--- config.mk ---
export PLATFORM = sky130hd
export DESIGN_NAME = program_loader
export DESIGN_NICKNAME = d
export VERILOG_FILES = /design/src/rtl/program_loader_pkg.sv /design/src/rtl/program_loader_word_assembler.sv /design/src/rtl/program_loader.sv
export SDC_FILE = /design/constraint.sdc
export NUM_CORES = 1
export LEC_CHECK = 0
export ABC_AREA = 1
export CAP_MARGIN = 20
export CORE_MARGIN = 5
export CORE_UTILIZATION = 55
export CTS_CLUSTER_SIZE = 20
export DETAILED_ROUTE_END_ITERATION = 6
export GPL_ROUTABILITY_DRIVEN = 0
export PLACE_DENSITY_LB_ADDON = 0.3
export SETUP_SLACK_MARGIN = 0.2
export SKIP_CTS_REPAIR_TIMING = 1
export SLEW_MARGIN = 20
export SYNTH_ARGS = -nofsm -noshare
export SYNTH_HDL_FRONTEND = slang
export SYNTH_SLANG_ARGS = --single-unit
--- constraint.sdc ---
create_clock -name clk -period 3.5 [get_ports clk]
set_input_delay 0.525 -clock clk [delete_from_list [all_inputs] [get_ports clk]]
set_output_delay 0.525 -clock clk [all_outputs]
set_load 0.005 [all_outputs]
--- src/rtl/program_loader_pkg.sv ---
// Shared definitions for the boot-stage program loader.
//   state_t        : loader FSM encoding (3 bits)
//   IDX_W          : width of the byte-lane index within a word
//   BYTES_PER_WORD : bytes assembled per memory word
package program_loader_pkg;

  localparam int unsigned IDX_W          = 2;
  localparam int unsigned BYTES_PER_WORD = 4;

  typedef enum logic [2:0] {
    S_IDLE   = 3'd0,
    S_LEN_HI = 3'd1,
    S_LEN_LO = 3'd2,
    S_DATA   = 3'd3,
    S_WRITE  = 3'd4,
    S_CSUM   = 3'd5,
    S_DONE   = 3'd6,
    S_ERR    = 3'd7
  } state_t;

endpackage

--- src/rtl/program_loader_word_assembler.sv ---
// Big-endian word assembler: shifts bytes in MSB first.
// Ports:
//   clk, rst_n : clock, async active-low reset
//   clear      : synchronous clear of byte index and shift register
//   shift      : accept byte_in this cycle
//   byte_in    : stream byte
//   word_c     : word formed by the stored bytes plus byte_in (valid with full_c)
//   full_c     : this shift completes a word
module program_loader_word_assembler
  import program_loader_pkg::*;
(
  input  logic        clk,
  input  logic        rst_n,
  input  logic        clear,
  input  logic        shift,
  input  logic [7:0]  byte_in,
  output logic [31:0] word_c,
  output logic        full_c
);

  // Only the first three bytes need storage; the fourth arrives with full_c.
  logic [23:0]      shreg;
  logic [IDX_W-1:0] idx;

  assign word_c = {shreg, byte_in};
  assign full_c = shift && (idx == IDX_W'(BYTES_PER_WORD - 1));

  // Shift register and byte-lane index; index wraps naturally after lane 3.
  always_ff @(posedge clk or negedge rst_n) begin
    if (!rst_n) begin
      shreg <= '0;
      idx   <= '0;
    end else if (clear) begin
      shreg <= '0;
      idx   <= '0;
    end else if (shift) begin
      shreg <= {shreg[15:0], byte_in};
      idx   <= idx + IDX_W'(1);
    end
  end

endmodule

--- src/rtl/program_loader.sv ---
// Boot-stage program loader: receives a length header, big-endian payload
// words and an XOR checksum over a valid/ready byte stream, writes the words
// to memory from BASE_ADDR and releases the CPU once the checksum matches.
// Ports:
//   clk, rst_n           : clock, async active-low reset
//   start                : begin a load from IDLE/DONE/ERR
//   byte_in, byte_valid  : input byte stream
//   byte_ready           : loader accepts a byte this cycle (registered)
//   mem_addr/data/we     : memory write port, one-cycle we pulse per word
//   cpu_run              : CPU released and owns memory
//   done, error          : load outcome levels
//   words_loaded         : words written in the current load
module program_loader
  import program_loader_pkg::*;
#(
  parameter logic [31:0] BASE_ADDR = 32'h0000_0000,
  parameter int unsigned MAX_WORDS = 1024,
  parameter int unsigned CNT_W     = 16
) (
  input  logic             clk,
  input  logic             rst_n,
  input  logic             start,
  input  logic [7:0]       byte_in,
  input  logic             byte_valid,
  output logic             byte_ready,
  output logic [31:0]      mem_addr,
  output logic [31:0]      mem_data,
  output logic             mem_we,
  output logic             cpu_run,
  output logic             done,
  output logic             error,
  output logic [CNT_W-1:0] words_loaded
);

  localparam logic [CNT_W-1:0] MAX_CNT = CNT_W'(MAX_WORDS);

  state_t           state;
  logic [7:0]       len_hi;
  logic [CNT_W-1:0] count;
  logic [7:0]       csum;

  logic             xfer;
  logic             load_c;
  logic             shift;
  logic [CNT_W-1:0] len_c;
  logic [31:0]      word_c;
  logic             full_c;

  assign xfer   = byte_valid && byte_ready;
  assign load_c = start && (state == S_IDLE || state == S_DONE || state == S_ERR);
  assign shift  = xfer && (state == S_DATA);
  assign len_c  = CNT_W'({len_hi, byte_in});

  program_loader_word_assembler u_asm (
    .clk     (clk),
    .rst_n   (rst_n),
    .clear   (load_c),
    .shift   (shift),
    .byte_in (byte_in),
    .word_c  (word_c),
    .full_c  (full_c)
  );

  // Loader FSM; byte_ready is set on entry to each byte-accepting state.
  always_ff @(posedge clk or negedge rst_n) begin
    if (!rst_n) begin
      state        <= S_IDLE;
      byte_ready   <= 1'b0;
      mem_addr     <= '0;
      mem_data     <= '0;
      mem_we       <= 1'b0;
      cpu_run      <= 1'b0;
      done         <= 1'b0;
      error        <= 1'b0;
      words_loaded <= '0;
      len_hi       <= '0;
      count        <= '0;
      csum         <= '0;
    end else begin
      mem_we <= 1'b0;
      case (state)
        S_IDLE, S_DONE, S_ERR: begin
          if (load_c) begin
            state        <= S_LEN_HI;
            byte_ready   <= 1'b1;
            cpu_run      <= 1'b0;
            done         <= 1'b0;
            error        <= 1'b0;
            words_loaded <= '0;
            len_hi       <= '0;
            count        <= '0;
            csum         <= '0;
          end
        end
        S_LEN_HI: begin
          if (xfer) begin
            len_hi <= byte_in;
            state  <= S_LEN_LO;
          end
        end
        S_LEN_LO: begin
          if (xfer) begin
            count <= len_c;
            if (len_c > MAX_CNT) begin
              state      <= S_ERR;
              error      <= 1'b1;
              byte_ready <= 1'b0;
            end else if (len_c == '0) begin
              state <= S_CSUM;
            end else begin
              state <= S_DATA;
            end
          end
        end
        S_DATA: begin
          if (xfer) begin
            csum <= csum ^ byte_in;
            if (full_c) begin
              state      <= S_WRITE;
              byte_ready <= 1'b0;
              mem_we     <= 1'b1;
              mem_data   <= word_c;
              mem_addr   <= BASE_ADDR + (32'(words_loaded) << 2);
            end
          end
        end
        S_WRITE: begin
          words_loaded <= words_loaded + CNT_W'(1);
          byte_ready   <= 1'b1;
          state        <= ((words_loaded + CNT_W'(1)) == count) ? S_CSUM : S_DATA;
        end
        S_CSUM: begin
          if (xfer) begin
            byte_ready <= 1'b0;
            if (byte_in == csum) begin
              state   <= S_DONE;
              done    <= 1'b1;
              cpu_run <= 1'b1;
            end else begin
              state <= S_ERR;
              error <= 1'b1;
            end
          end
        end
        default: begin
          state      <= S_IDLE;
          byte_ready <= 1'b0;
        end
      endcase
    end
  end

endmodule

==> summary.txt <==
Post-placement cell area -> 6670 um^2
Number of fill cells -> 808
Register Area -> 3230 um^2
Clock tree from TritonCTS -> built
Share of synthesized cell area in full adder, half adder and majority cells -> 0.00428
Critical Path Sink Type -> flop
Worst-path clk slew -> 60 ps
Share of synthesized area occupied by flip-flops and latches -> 0.553
Lkg Pwr -> 3.30 nW
Simple-gate area share of the yosys netlist -> 0.205
Global-route wire length before repair -> 23.0 mm
Global route overflow -> 0
I/O Pins -> 97
CTS Root Buffer Type -> sky130_fd_sc_hd__clkbuf_8
Die Outline Area -> 12800 um^2
Data arrival time at the worst-slack endpoint -> 2580 ps
Final core utilization -> 0.704
Count of nets after finishing -> 765
Post-detailed-placement half-perimeter wirelength -> 9.78 mm
Post-route setup TNS -> 0 ps
Xor-xnor portion of the synthesized cell area -> 0.0165
Multi-input combinational cell area -> 2100 um^2
FMAX -> 453 MHz
Unrepaired setup endpoints after global routing -> false
Synth Instances -> 674
Count of endpoints failing setup in the final report -> 0
Count of maximum capacitance violations -> 0
Portion of synthesized cell area occupied by the leading cell type -> 0.553
Wire length per cell -> 15.8 um
Total power after layout -> 0.00488 W
Overall Global Routing Usage -> 0.227
Distinct cell type count of the synthesized netlist -> 25
Worst VDD drop -> 0.422 mV
First drt pass iteration count -> 6
Clk sinks -> 129
Reg-to-reg critical path endpoint -> words_loaded[15]
Routed wire length -> 14.2 mm
Initial core utilization -> 0.566
Post-synthesis cell type with the largest combined area -> sky130_fd_sc_hd__dfrtp_1
Antenna fix cells -> 0
DR vias -> 4940
Number of I/O port buffers -> 80
Final hold vios -> 0
Final design area excluding fillers -> 7260 um^2
Number of synthesized register bits -> 129
Number of buffers between clock root and the deepest sink -> 2
Pin slew with the least headroom to its limit -> 850 ps
Biggest area contributors in the synthesized netlist -> sky130_fd_sc_hd__dfrtp_1, sky130_fd_sc_hd__nand2_1, sky130_fd_sc_hd__o21ai_0
Die height -> 113 um
Category of the most critical setup path -> flop to flop
Via count of the first global-routing pass -> 4621
Total core area -> 10300 um^2
Syn avg cell area -> 8.67 um^2
Number of antenna violations at the first check in global routing -> 0
Number of instances in the placed design -> 868
Row count -> 37
Number of DRC markers after the initial detailed-route iteration -> 555
Share of final-layout standard cells stronger than drive strength 1 -> 0.0877
Synth Area in Compound Gates -> 0.123
Layout-stage area growth over the synthesis result -> 24.3%
Layout Cells excl Fill -> 900
Power Density -> 672 nW/um^2
Clk_skew -> 8.60 ps
Post-route DRC -> 0
Count of yosys warnings during synthesis -> 0
RR Startpoint -> state[2]
Clock buffers created by TritonCTS -> 17
Reg2reg path depth -> 7
Number of max-slew violations in the final report -> 0
Critical Path Source Type -> flop
Die outline width -> 113 um
Final Cycle Share -> 0.631
Antenna viol nets, final -> 0
Pin count of the biggest net entering global routing -> 97
Multiplexer share of the synthesized area -> 0
Worst-path fanout max -> 15
Max_slew headroom -> 0.433
Internal reg-to-reg setup slack -> 1290 ps
Number of H-tree levels -> 4
Data required time at the worst endpoint -> 3870 ps
Worst hold path class -> input port to asynchronous set/reset pin
Clock insertion delay at the later pin of the skew report -> 530 ps
Run status -> complete, no violations
Period minus WS final -> 2210 ps
Largest family of logic cells by synthesized area -> simple AND/OR/NAND/NOR gates
Area of the mapped netlist -> 5840 um^2
Routed via count divided by cell count -> 5.49
## worst max path at each step
stage / to / depth (start not counted) / from / slack, ps
detailed placement: count[3] / 6 / byte_valid / 1100
finish: words_loaded[15] / 7 / state[2] / 1290
global route: count[8] / 7 / state[1] / 1080
CTS: state[1] / 14 / words_loaded[0] / 1310
floorplan: state[1] / 14 / words_loaded[0] / 1740
global placement: count[10] / 6 / byte_valid / 1200
## power breakdown
group	internal, W	total [W]	switching (W)
registers	0.00174	0.00189	0.000153
clock network	0.00106	0.00174	0.000676
logic	0.000419	0.00125	0.000832
## per-layer routing
metal	part of all wire	GRT usage
met1	0.43	0.307
met2	0.47	0.361
met3	0.075	0.0508
met5	0	0
met4	0.024	0.0833
## area by class of cell
class | instances | share of cell area
Clock buffer | 19 | 0.0608
Clock inverter | 13 | 0.0208
Inverter | 90 | 0.0465
Multi-Input combinational cell | 430 | 0.289
Sequential cell | 129 | 0.444
Tap cell | 136 | 0.0234
Timing Repair Buffer | 83 | 0.115
## through the flow
stage / setup WS [ps] / hold WS [ps]
finish: 1290 / 84.1
detailed placement: 1100 / 473
floorplan: 1740 / 229
global route: 1080 / 160
global placement: 1200 / 456
CTS: 1310 / 125
## cell usage in the layout, fill, tap and decap left out, types with 2 or more instances in the layout
master	count
sky130_fd_sc_hd__inv_6	3
sky130_fd_sc_hd__nor2_2	10
sky130_fd_sc_hd__o22ai_1	49
sky130_fd_sc_hd__a21oi_1	5
sky130_fd_sc_hd__nand4_1	15
sky130_fd_sc_hd__xnor2_1	7
sky130_fd_sc_hd__inv_2	7
sky130_fd_sc_hd__nor2_1	29
sky130_fd_sc_hd__clkbuf_16	16
sky130_fd_sc_hd__bufinv_16	2
sky130_fd_sc_hd__ha_1	2
sky130_fd_sc_hd__o21ai_1	4
sky130_fd_sc_hd__nand2_1	155
sky130_fd_sc_hd__nand3_1	46
sky130_fd_sc_hd__dfrtp_1	129
sky130_fd_sc_hd__nand2_2	8
sky130_fd_sc_hd__o21ai_0	71
sky130_fd_sc_hd__clkinv_4	3
sky130_fd_sc_hd__xor2_1	4
sky130_fd_sc_hd__clkdlybuf4s50_1	79
sky130_fd_sc_hd__clkinvlp_4	3
sky130_fd_sc_hd__inv_1	83
sky130_fd_sc_hd__buf_4	3
sky130_fd_sc_hd__clkbuf_8	3
sky130_fd_sc_hd__nor2_4	5
sky130_fd_sc_hd__conb_1	16
## kinds of logic after synthesis
logic type,Yosys count
compound gates,131
flops,129
simple gates,270
other cells,1
fa+ha+maj,2
buf+inv,130
xor+xnor,11
## sequential cells by signal (all words and copies together), names as in the netlist
register      count
byte_ready        1
count            16
csum              8
done              1
error             1
len_hi            8
mem_addr         16
mem_data         32
mem_we            1
state             3
u_asm.idx         2
u_asm.shreg      24
words_loaded     16
## worst max-delay path, stage by stage (launching register included)
cell	delay, ps
sky130_fd_sc_hd__dfrtp_1	500
sky130_fd_sc_hd__inv_1	70
sky130_fd_sc_hd__nor2_1	180
sky130_fd_sc_hd__nand2_1	380
sky130_fd_sc_hd__inv_1	410
sky130_fd_sc_hd__nor2_2	130
sky130_fd_sc_hd__inv_2	250
sky130_fd_sc_hd__o22ai_1	140
## cell usage after synthesis
library cell,n
sky130_fd_sc_hd__nor2_1,29
sky130_fd_sc_hd__a31oi_1,1
sky130_fd_sc_hd__nand3_1,46
sky130_fd_sc_hd__xnor2_1,7
sky130_fd_sc_hd__nand4_1,15
sky130_fd_sc_hd__buf_2,11
sky130_fd_sc_hd__o21ai_0,71
sky130_fd_sc_hd__nor3_1,1
sky130_fd_sc_hd__clkbuf_1,11
sky130_fd_sc_hd__nor2_2,10
sky130_fd_sc_hd__conb_1,1
sky130_fd_sc_hd__buf_4,18
sky130_fd_sc_hd__nand2_2,8
sky130_fd_sc_hd__nand2_1,155
sky130_fd_sc_hd__nor2_4,5
sky130_fd_sc_hd__dfrtp_1,129
sky130_fd_sc_hd__nand3_2,1
sky130_fd_sc_hd__ha_1,2
sky130_fd_sc_hd__xor2_1,4
sky130_fd_sc_hd__o21ai_1,4
sky130_fd_sc_hd__a21oi_1,5
sky130_fd_sc_hd__inv_1,83
sky130_fd_sc_hd__o31ai_1,1
sky130_fd_sc_hd__inv_2,7
sky130_fd_sc_hd__o22ai_1,49
No activity file was read; power rests on OpenSTA's default activity.
